==> src/rtl/uart_pkg.sv <==
// Shared constants and types for the memory-mapped UART transmitter.
// Register offsets are addr[3:2] values; status indices are bit positions in STATUS.
package uart_pkg;

  localparam logic [1:0] RegTxData  = 2'd0;
  localparam logic [1:0] RegStatus  = 2'd1;
  localparam logic [1:0] RegBaudDiv = 2'd2;
  localparam logic [1:0] RegCtrl    = 2'd3;

  localparam int unsigned StatusBusyBit     = 0;
  localparam int unsigned StatusFullBit     = 1;
  localparam int unsigned StatusEmptyBit    = 2;
  localparam int unsigned StatusOverflowBit = 3;
  localparam int unsigned StatusCountLsb    = 4;

  // 100 MHz / 115200 - 1
  localparam logic [15:0] BaudResetDefault = 16'd867;

  typedef enum logic [1:0] {
    StIdle,
    StStart,
    StData,
    StStop
  } txState_t;

endpackage

==> src/rtl/bus_uart_tx_if.sv <==
// CPU data-bus slice seen by one peripheral: decoded select, store strobe and read-back.
interface bus_uart_tx_if;
  logic        sel;
  logic        we;
  logic [31:0] addr;
  logic [31:0] wData;
  logic [31:0] rData;

  modport master (output sel, output we, output addr, output wData, input rData);
  modport slave  (input sel, input we, input addr, input wData, output rData);
endinterface

==> src/rtl/sync_fifo.sv <==
// Single-clock FIFO with first-word fall-through head; pushes when full and pops when
// empty are ignored.
module sync_fifo #(
  parameter int unsigned Width = 8,
  parameter int unsigned Depth = 4,
  localparam int unsigned PtrW = (Depth > 1) ? $clog2(Depth) : 1,
  localparam int unsigned CntW = $clog2(Depth + 1)
) (
  input  logic             clk,
  input  logic             reset,
  input  logic             push,
  input  logic             pop,
  input  logic [Width-1:0] wData,
  output logic [Width-1:0] rData,
  output logic             full,
  output logic             empty,
  output logic [CntW-1:0]  count
);

  logic [Width-1:0] mem [Depth];
  logic [PtrW-1:0]  wrPtr;
  logic [PtrW-1:0]  rdPtr;
  logic             doPush;
  logic             doPop;

  assign full   = (count == CntW'(Depth));
  assign empty  = (count == '0);
  assign doPush = push && !full;
  assign doPop  = pop && !empty;
  assign rData  = mem[rdPtr];

  always_ff @(posedge clk or negedge reset) begin
    if (!reset) begin
      wrPtr <= '0;
      rdPtr <= '0;
      count <= '0;
    end else begin
      if (doPush) wrPtr <= wrPtr + PtrW'(1);
      if (doPop)  rdPtr <= rdPtr + PtrW'(1);
      case ({doPush, doPop})
        2'b10:   count <= count + CntW'(1);
        2'b01:   count <= count - CntW'(1);
        default: count <= count;
      endcase
    end
  end

  always_ff @(posedge clk) begin
    if (doPush) mem[wrPtr] <= wData;
  end

endmodule

==> src/rtl/bus_uart_tx.sv <==
// Memory-mapped 8N1 UART transmitter: register file, transmit FIFO, baud timer and
// frame FSM. Each bit lasts BAUDDIV+1 clocks; the divider is resampled at every bit.
module bus_uart_tx
  import uart_pkg::*;
#(
  parameter int unsigned FIFO_DEPTH = 4,
  parameter logic [15:0] BAUD_RESET = BaudResetDefault
) (
  input  logic          clk,
  input  logic          reset,
  bus_uart_tx_if.slave  bus,
  output logic          tx,
  output logic          irq
);

  localparam int unsigned CntW = $clog2(FIFO_DEPTH + 1);

  logic [15:0]     baudDiv;
  logic            ctrlEnable;
  logic            ctrlIrqEn;
  logic            overflow;

  txState_t        state;
  logic [15:0]     bitTimer;
  logic [2:0]      bitIdx;
  logic [7:0]      shiftReg;

  logic            wrEn;
  logic [1:0]      regSel;
  logic            pushReq;
  logic            launch;
  logic            bitDone;
  logic            fifoFull;
  logic            fifoEmpty;
  logic [CntW-1:0] fifoCount;
  logic [7:0]      fifoHead;
  logic [31:0]     statusWord;
  logic [31:0]     rDataC;
  logic            unusedBits;

  assign regSel  = bus.addr[3:2];
  assign wrEn    = bus.sel && bus.we;
  assign pushReq = wrEn && (regSel == RegTxData);
  assign bitDone = (bitTimer == 16'd0);

  // A new frame starts from idle, or straight out of a finished stop bit with no gap.
  assign launch = ctrlEnable && !fifoEmpty &&
                  ((state == StIdle) || ((state == StStop) && bitDone));

  assign unusedBits = ^{bus.addr[31:4], bus.addr[1:0], bus.wData[31:16]};

  sync_fifo #(
    .Width (8),
    .Depth (FIFO_DEPTH)
  ) u_fifo (
    .clk   (clk),
    .reset (reset),
    .push  (pushReq),
    .pop   (launch),
    .wData (bus.wData[7:0]),
    .rData (fifoHead),
    .full  (fifoFull),
    .empty (fifoEmpty),
    .count (fifoCount)
  );

  always_ff @(posedge clk or negedge reset) begin
    if (!reset) begin
      baudDiv    <= BAUD_RESET;
      ctrlEnable <= 1'b0;
      ctrlIrqEn  <= 1'b0;
      overflow   <= 1'b0;
    end else begin
      if (wrEn && (regSel == RegBaudDiv)) baudDiv <= bus.wData[15:0];
      if (wrEn && (regSel == RegCtrl)) begin
        ctrlEnable <= bus.wData[0];
        ctrlIrqEn  <= bus.wData[1];
      end
      if (wrEn && (regSel == RegStatus) && bus.wData[StatusOverflowBit]) overflow <= 1'b0;
      // Full is judged before any same-cycle pop, so the byte is lost either way.
      if (pushReq && fifoFull) overflow <= 1'b1;
    end
  end

  always_ff @(posedge clk or negedge reset) begin
    if (!reset) begin
      state    <= StIdle;
      bitTimer <= 16'd0;
      bitIdx   <= 3'd0;
      shiftReg <= 8'd0;
      tx       <= 1'b1;
    end else begin
      unique case (state)
        StIdle: begin
          if (launch) begin
            state    <= StStart;
            tx       <= 1'b0;
            shiftReg <= fifoHead;
            bitTimer <= baudDiv;
          end
        end
        StStart: begin
          if (bitDone) begin
            state    <= StData;
            tx       <= shiftReg[0];
            bitIdx   <= 3'd0;
            bitTimer <= baudDiv;
          end else begin
            bitTimer <= bitTimer - 16'd1;
          end
        end
        StData: begin
          if (bitDone) begin
            bitTimer <= baudDiv;
            if (bitIdx == 3'd7) begin
              state <= StStop;
              tx    <= 1'b1;
            end else begin
              shiftReg <= shiftReg >> 1;
              tx       <= shiftReg[1];
              bitIdx   <= bitIdx + 3'd1;
            end
          end else begin
            bitTimer <= bitTimer - 16'd1;
          end
        end
        StStop: begin
          if (bitDone) begin
            if (launch) begin
              state    <= StStart;
              tx       <= 1'b0;
              shiftReg <= fifoHead;
              bitTimer <= baudDiv;
            end else begin
              state <= StIdle;
            end
          end else begin
            bitTimer <= bitTimer - 16'd1;
          end
        end
        default: state <= StIdle;
      endcase
    end
  end

  always_ff @(posedge clk or negedge reset) begin
    if (!reset) begin
      irq <= 1'b0;
    end else begin
      irq <= ctrlIrqEn && fifoEmpty && (state == StIdle);
    end
  end

  always_comb begin
    statusWord                          = 32'd0;
    statusWord[StatusBusyBit]           = (state != StIdle);
    statusWord[StatusFullBit]           = fifoFull;
    statusWord[StatusEmptyBit]          = fifoEmpty;
    statusWord[StatusOverflowBit]       = overflow;
    statusWord[StatusCountLsb +: 3]     = 3'(fifoCount);
  end

  always_comb begin
    rDataC = 32'd0;
    if (bus.sel) begin
      case (regSel)
        RegStatus:  rDataC = statusWord;
        RegBaudDiv: rDataC = {16'd0, baudDiv};
        RegCtrl:    rDataC = {30'd0, ctrlIrqEn, ctrlEnable};
        default:    rDataC = 32'd0;
      endcase
    end
  end

  assign bus.rData = rDataC;

endmodule

==> src/flat_wrapper.sv <==
// flat-port wrapper written by rule: the top's interface ports become plain ports
module bus_uart_tx_flat import uart_pkg::*;
#(
  parameter int unsigned FIFO_DEPTH = 4,
  parameter logic [15:0] BAUD_RESET = BaudResetDefault
)
  (clk, reset, tx, irq, bus_sel, bus_we, bus_addr, bus_wData, bus_rData);
  bus_uart_tx_if bus_i ();
  input  logic clk;
  input  logic reset;
  output logic tx;
  output logic irq;
  input wire logic [$bits(bus_i.sel)-1:0] bus_sel;
  input wire logic [$bits(bus_i.we)-1:0] bus_we;
  input wire logic [$bits(bus_i.addr)-1:0] bus_addr;
  input wire logic [$bits(bus_i.wData)-1:0] bus_wData;
  output wire logic [$bits(bus_i.rData)-1:0] bus_rData;
  assign bus_i.sel = bus_sel;
  assign bus_i.we = bus_we;
  assign bus_i.addr = bus_addr;
  assign bus_i.wData = bus_wData;
  assign bus_rData = bus_i.rData;
  bus_uart_tx #(.FIFO_DEPTH(FIFO_DEPTH), .BAUD_RESET(BAUD_RESET)) u_core (.clk(clk), .reset(reset), .bus(bus_i), .tx(tx), .irq(irq));
endmodule
==> config.mk <==
export PLATFORM = sky130hd
export DESIGN_NAME = bus_uart_tx_flat
export DESIGN_NICKNAME = d
export VERILOG_FILES = /design/src/rtl/uart_pkg.sv /design/src/rtl/bus_uart_tx_if.sv /design/src/rtl/sync_fifo.sv /design/src/rtl/bus_uart_tx.sv /design/src/flat_wrapper.sv
export SDC_FILE = /design/constraint.sdc
export NUM_CORES = 1
export LEC_CHECK = 0
export BUFFER_PORTS_ARGS = -buffer_cell sky130_fd_sc_hd__buf_2
export CAP_MARGIN = 20
export CORE_MARGIN = 3
export CORE_UTILIZATION = 50
export CTS_BUF_LIST = sky130_fd_sc_hd__clkbuf_16
export DETAILED_ROUTE_END_ITERATION = 12
export PLACE_DENSITY = 0.84
export RECOVER_POWER = 25
export SLEW_MARGIN = 20
export SYNTH_ARGS = -nofsm -noshare
export SYNTH_HDL_FRONTEND = slang
export SYNTH_SLANG_ARGS = --single-unit
==> constraint.sdc <==
create_clock -name clk -period 3.55 [get_ports clk]
set_input_delay 0.71 -clock clk [delete_from_list [all_inputs] [get_ports clk]]
set_output_delay 0.71 -clock clk [all_outputs]
set_load 0.03 [all_outputs]
Yosys cells after proc, flatten, opt, wreduce, memory -nomap -nowiden
Memories as Yosys holds them, arrays and structs flattened.
Cells that the tools add are included.
{ "word_totals": {"latchBits": 0, "ram_bits": 32, "output_inout_bits": 34, "reg_bits": 57, "word_cells": 100, "memories": 1, "rom_bits": 0, "input_bits": 68} }
{ "mem_list": {"columns": ["memory", "words", "word_bits", "read_ports", "rd_clocked_by_memory_dff", "wr", "line", "text"], "rows": [
  ["u_core.u_fifo.mem", 4, 8, 1, 0, 1, "sync_fifo.sv:20", "logic [Width-1:0] mem [Depth];"]
]} }
{ "classes": {"n_reduce_logical": 31, "order_cmp": 0, "div_mod_pow": 0, "mul": 0, "n_shift": 0, "muxes": 33, "bitwise_logic": 0, "eq_ne": 16, "add_sub_neg": 6} }
{ "ops": {"columns": ["cell", "n"], "rows": [
  ["$pmux W16 S3", 2],
  ["$mux W16", 3],
  ["$mux W32", 1],
  ["$mux W8", 4],
  ["$pmux W8 S3", 1],
  ["$logic_not A16 Y1", 1],
  ["$sub A16 B1 Y16 const B", 1],
  ["$logic_and A1 B1 Y1", 14],
  ["$pmux W3 S2", 2],
  ["$eq A2 B2 Y1 const B", 5],
  ["$mux W1", 10],
  ["$mux W2", 5],
  ["$mux W3", 3],
  ["$ne A2 B1 Y1 const B", 4],
  ["$pmux W2 S4", 1],
  ["$reduce_and A4 Y1", 2],
  ["$reduce_bool A2 Y1", 4],
  ["$add A3 B1 Y3 const B", 2],
  ["$eq A2 B1 Y1 const B", 3],
  ["$eq A3 B3 Y1 const B", 2],
  ["$reduce_and A5 Y1", 1],
  ["$add A2 B1 Y2 const B", 2],
  ["$logic_not A2 Y1", 2],
  ["$ne A2 B2 Y1 const B", 2],
  ["8 further kinds", 9]
]} }

Depth between registers and ports, before layout
{ "logic_depth": {"word_depth": 7, "mapped_depth": 13} }

By module
From an unflattened synthesis, not the netlist that was laid out.
{ "unflattened": {"hier_cells": 387, "area_unflattened_um2": 4692.0} }
{ "modules_own_cells": {"columns": ["mod", "area_per_inst_um2", "n_inst", "cells_each"], "rows": [
  ["bus_uart_tx", 3100.5, 1, 307],
  ["sync_fifo", 1591.5, 1, 80]
]} }

Worst setup path before layout
No wires, ideal clock.
{ "synth_timing": {"path_kind": "reg-to-reg", "from": "reg u_core.bitTimer[4]", "to": "reg u_core.u_fifo.count[2]", "synth_period_minus_slack_ns": 2.599, "setup_slack_ns": 0.951, "stages_incl_launch_ff": 12, "required_time_ns": 3.471, "t_arrival_ns": 2.520, "n_path_buf": 1, "path_cell_list": "dfrtp_1 -> nor4_4 -> nand4_2 -> o21a_1 -> inv_1 -> buf_2 -> ha_1 -> inv_1 -> fa_1 -> xor2_1 -> nor2_1 -> xor2_1"} }
{ "synth_between": {"elab_chain_len": 7, "word_cells_on_any_way": 9} }
{ "synth_lines": {"columns": ["element", "line", "text"], "rows": [
  ["from (decl)", "bus_uart_tx.sv:24", "logic [15:0] bitTimer;"],
  ["from (signal assigned)", "bus_uart_tx.sv:99", "bitTimer <= baudDiv;"],
  ["from (signal assigned)", "bus_uart_tx.sv:107", "bitTimer <= baudDiv;"],
  ["from (signal assigned)", "bus_uart_tx.sv:109", "bitTimer <= bitTimer - 16'd1;"],
  ["$logic_not A16 Y1 *", "bus_uart_tx.sv:44", "assign bitDone = (bitTimer == 16'd0);"],
  ["$logic_and A1 B1 Y1 *", "bus_uart_tx.sv:48", "((state == StIdle) || ((state == StStop) && bitDone));"],
  ["$logic_or A1 B1 Y1 *", "bus_uart_tx.sv:48", null],
  ["$logic_and A1 B1 Y1 *", "bus_uart_tx.sv:47", "assign launch = ctrlEnable && !fifoEmpty &&"],
  ["$logic_and A1 B1 Y1 *", "sync_fifo.sv:29", "assign doPop = pop && !empty;"],
  ["named net u_core.u_fifo.doPop", "sync_fifo.sv:24", "logic doPop;"],
  ["$eq A2 B1 Y1 or $eq A2 B2 Y1 (tied branches)", "sync_fifo.sv:40", "case ({doPush, doPop})"],
  ["$pmux W3 S2 or $reduce_bool A2 Y1 (tied branches)", null, null],
  ["to (signal assigned)", "sync_fifo.sv:41", "2'b10: count <= count + CntW'(1);"],
  ["to (signal assigned)", "sync_fifo.sv:42", "2'b01: count <= count - CntW'(1);"],
  ["to (signal assigned)", "sync_fifo.sv:43", "default: count <= count;"],
  ["to (decl)", "sync_fifo.sv:17", "output logic [CntW-1:0] count"]
]} }
Mark *: on every way through the listed nets, which the timed path passes. The rest lies on a longest branch.
A chain may end at the register's enable or synchronous reset.

Final worst setup path
{ "layout_timing": {"from": "in bus_addr[3]", "to": "out bus_rData[3]"} }
{ "layout_between": {"elab_chain_len": 3, "word_cells_on_any_way": 5} }
{ "layout_lines": {"columns": ["element", "line", "text"], "rows": [
  ["from (decl)", "flat_wrapper.sv:15", "input wire logic [$bits(bus_i.addr)-1:0] bus_addr;"],
  ["$eq A2 B2 Y1 or $eq A2 B1 Y1 (tied branches)", "bus_uart_tx.sv:166", "case (regSel)"],
  ["$pmux W16 S3 *", "bus_uart_tx.sv:166", null],
  ["$mux W32 *", "bus_uart_tx.sv:165", "if (bus.sel) begin"],
  ["to (decl)", "flat_wrapper.sv:17", "output wire logic [$bits(bus_i.rData)-1:0] bus_rData;"]
]} }
Mark *: on every way between the ends. The rest lies on a longest branch, timed or not.

==> metrics.txt <==
Pint=~2.7 mW; minimum clock period=2870 ps; filler cell count in the final layout=678; worst min-delay path class=reg -> reg; crit path from=bus_addr[3]; Clock Pin Slew Worst Setup and Hold Paths=70 ps; worst slew pin tran=around 2800 ps; initial antenna violation count=0; unrepaired setup endpoints after global routing=no; Ys Warns=0; Final Cycle Share=80.8%; commonest non-fill, non-tap cells in the layout=dfrtp_1 (50), edfxtp_1 (32), buf_2 (30), nor2_1 (22), mux2_2 (21); CP Launch Type=input pin; nets@finish=513; GR Util All Layers=20.4%; Total Power=roughly 4.4 mW; initial DRC count=350; Via Count=around 3400; Clk pwr share=25.3%; CTS root buf=clkbuf_16; port bufs=39; total CTS buffers=9; Slew HR=-83.6%; ys flop type=dfrtp_1; fmax=0.349 GHz; DRT Pass-1 Iters=5; Sw Pwr=roughly 1.7 mW; die span in y=103 µm; CTS max path bufs=2; Worst Reg2Reg Path Length in Cells=11; CTS Sinks=89; row count=34; status=complete, but fails checks; commonest non-fill, non-tap cell in the layout=dfrtp_1; Placer Congestion=about 0.95; failing checks=max-capacitance violations, max-slew violations; Clk Latency, worst-skew pair=340 ps; Die Width=103 µm; Mapped Cells=399; pin count of the biggest net entering global routing=51; Max Clock Skew=6.84 ps; number of remaining DRC errors=0; post-CTS sizing=0; reg-to-reg slack, setup=710 ps; async set-reset flop share out of synthesis=roughly 64%; # placed instances=528; LEAKAGE=2.21 nW; post-DR wirelength/cell=19.0 µm; setup repair bufs after CTS=0; Hold Vio Cnt, Final=0; Syn-to-layout area delta=11.3%; CP Max Fanout=15; RR Endpoint=u_core.u_fifo.count[2]; Core Util, Final=58.6%; Post-DRT Antenna Nets=0; Final Max Slew Viols=51; first-pass GRT wire length=16600 µm; setup TNS=0 ps; max cap viols=1; Sw Share=38.7%; critical path class=in -> out; hold_buf cts=0; vias in the first global route=3288; Gate power share=about two fifths; worst reg2reg startpoint=u_core.state[1]; layout cells sized above 1=21.8%; Power Density=841 nW/µm²; Avg Cell Area, Syn=around 12 µm²; cell area after synthesis=4680 µm²; ANT cells=0; Hold Crit Start=u_core.shiftReg[3]; DPL Wire Length=6960 µm; CTS tree=built; Vias/cell=6.30; core area=8890 µm²; Final setup viols=0; Seq/Total Area, Yosys=51.1%; Die Area=between 10000 and 15000 µm²; Critical Path AT=2160 ps; non-filler cells, final=around 540; worst hold endpoint=u_core.shiftReg[3]; Flop pwr share=a little over a third; Post-synth EDFFs=32; Starting Density=52.7%; WHS Path Cells=2; grt ovf=0; H-tree depth=3; Routed WL=10300 µm; Worst setup EP type=output port; Netlist cell types=57; IO Pins=between 100 and 150; Yosys reg bits=89; Max VDD drop=0.000424 V; CP required=between 2000 and 3000 ps
Yosys cell counts (5+ instances only):
cell type,count,area share (%)
o32ai_1,9,1.7
dfstp_2,7,3.9
nor3_1,11,1.2
nor3b_1,5,0.80
buf_4,16,2.6
mux4_2,8,3.8
and3_1,14,1.9
xor2_1,6,1.1
clkbuf_1,10,0.80
a22oi_1,8,1.3
a21oi_1,20,2.1
and2_1,5,0.67
a221o_1,8,1.7
o21ai_0,12,1.3
nand2_1,14,1.1
o22ai_1,7,0.93
inv_1,15,1.2
edfxtp_1,32,21
ha_1,13,3.5
nor2_1,22,1.8
mux2_2,21,5.0
buf_2,6,0.64
xnor2_1,6,1.1
dfrtp_1,50,27
nor2b_1,9,1.2
power by group through the flow:
| stage | logic (mW) | clock network (mW) | registers, mW |
|---|---|---|---|
| after CTS | 1.66 | 1.12 | 1.58 |
| after floorplan | 1.38 | 0 | 1.47 |
| after global routing | 1.87 | 1.15 | 1.61 |
| after global placement | 1.56 | 0 | 1.58 |
| after detailed placement | 1.63 | 0 | 1.59 |
| final | 1.69 | 1.11 | 1.58 |
flip-flops by register name, summed over array words and instances (netlist names), 2 cells and up, named ones only:
name / flops
u_core.bitTimer: 15
u_core.u_fifo.rdPtr: 2
u_core.u_fifo.mem: 32
u_core.bitIdx: 3
u_core.shiftReg: 8
u_core.u_fifo.wrPtr: 2
u_core.u_fifo.count: 3
u_core.baudDiv: 16
u_core.state: 2
cell type report:
cell class	count	area [µm²]	area share, %
inverter	15	56.3	1.08
clock inverter	7	123	2.35
tap	108	135	2.59
timing repair buffer	44	221	4.25
multi-input combinational	272	2060	39.4
clock buffer	9	225	4.32
sequential	89	2400	46.0
routing by layer:
metal	GRT usage (%)	wire length (µm)	up-vias
li1	-	-	1533
met2	32.7	4980	167
met1	27.4	4360	1698
met5	0	0	-
met3	3.38	756	29
met4	9.46	234	0
worst max path at each step:
stage                             end  slack [ps]  cells after the start
2_1_floorplan  u_core.u_fifo.count[2]         950                     11
3_3_place_gp             bus_rData[3]         800                      5
3_5_place_dp             bus_rData[4]         730                      5
4_1_cts                  bus_rData[4]         720                      5
5_1_grt            u_core.bitTimer[4]         290                      1
6_report                 bus_rData[3]         680                      5
critical path, cell delays in order:
cell and delay [ps]:
buf_2 140, nor2b_1 740, a22oi_1 220, nor2b_1 150
buf_2 200
metrics by stage:
step	worst slack (ps)	hold slack, ps	area (µm²)
CTS	719	520	5220
global route	288	540	5210
detailed placement	726	503	4880
finish	681	515	5210
global placement	803	482	4880
floorplan	951	414	4740
kinds of logic after synthesis:
group | synth area share [%]
xor+xnor | 2.24
compound gates | 13.8
mux | 9.75
flops | 51.1
fa+ha+maj | 3.90
simple gates | 12.9
other cells | 0.0801
buf+inv | 6.17
Note: power is estimated with default switching activity, not from simulation.
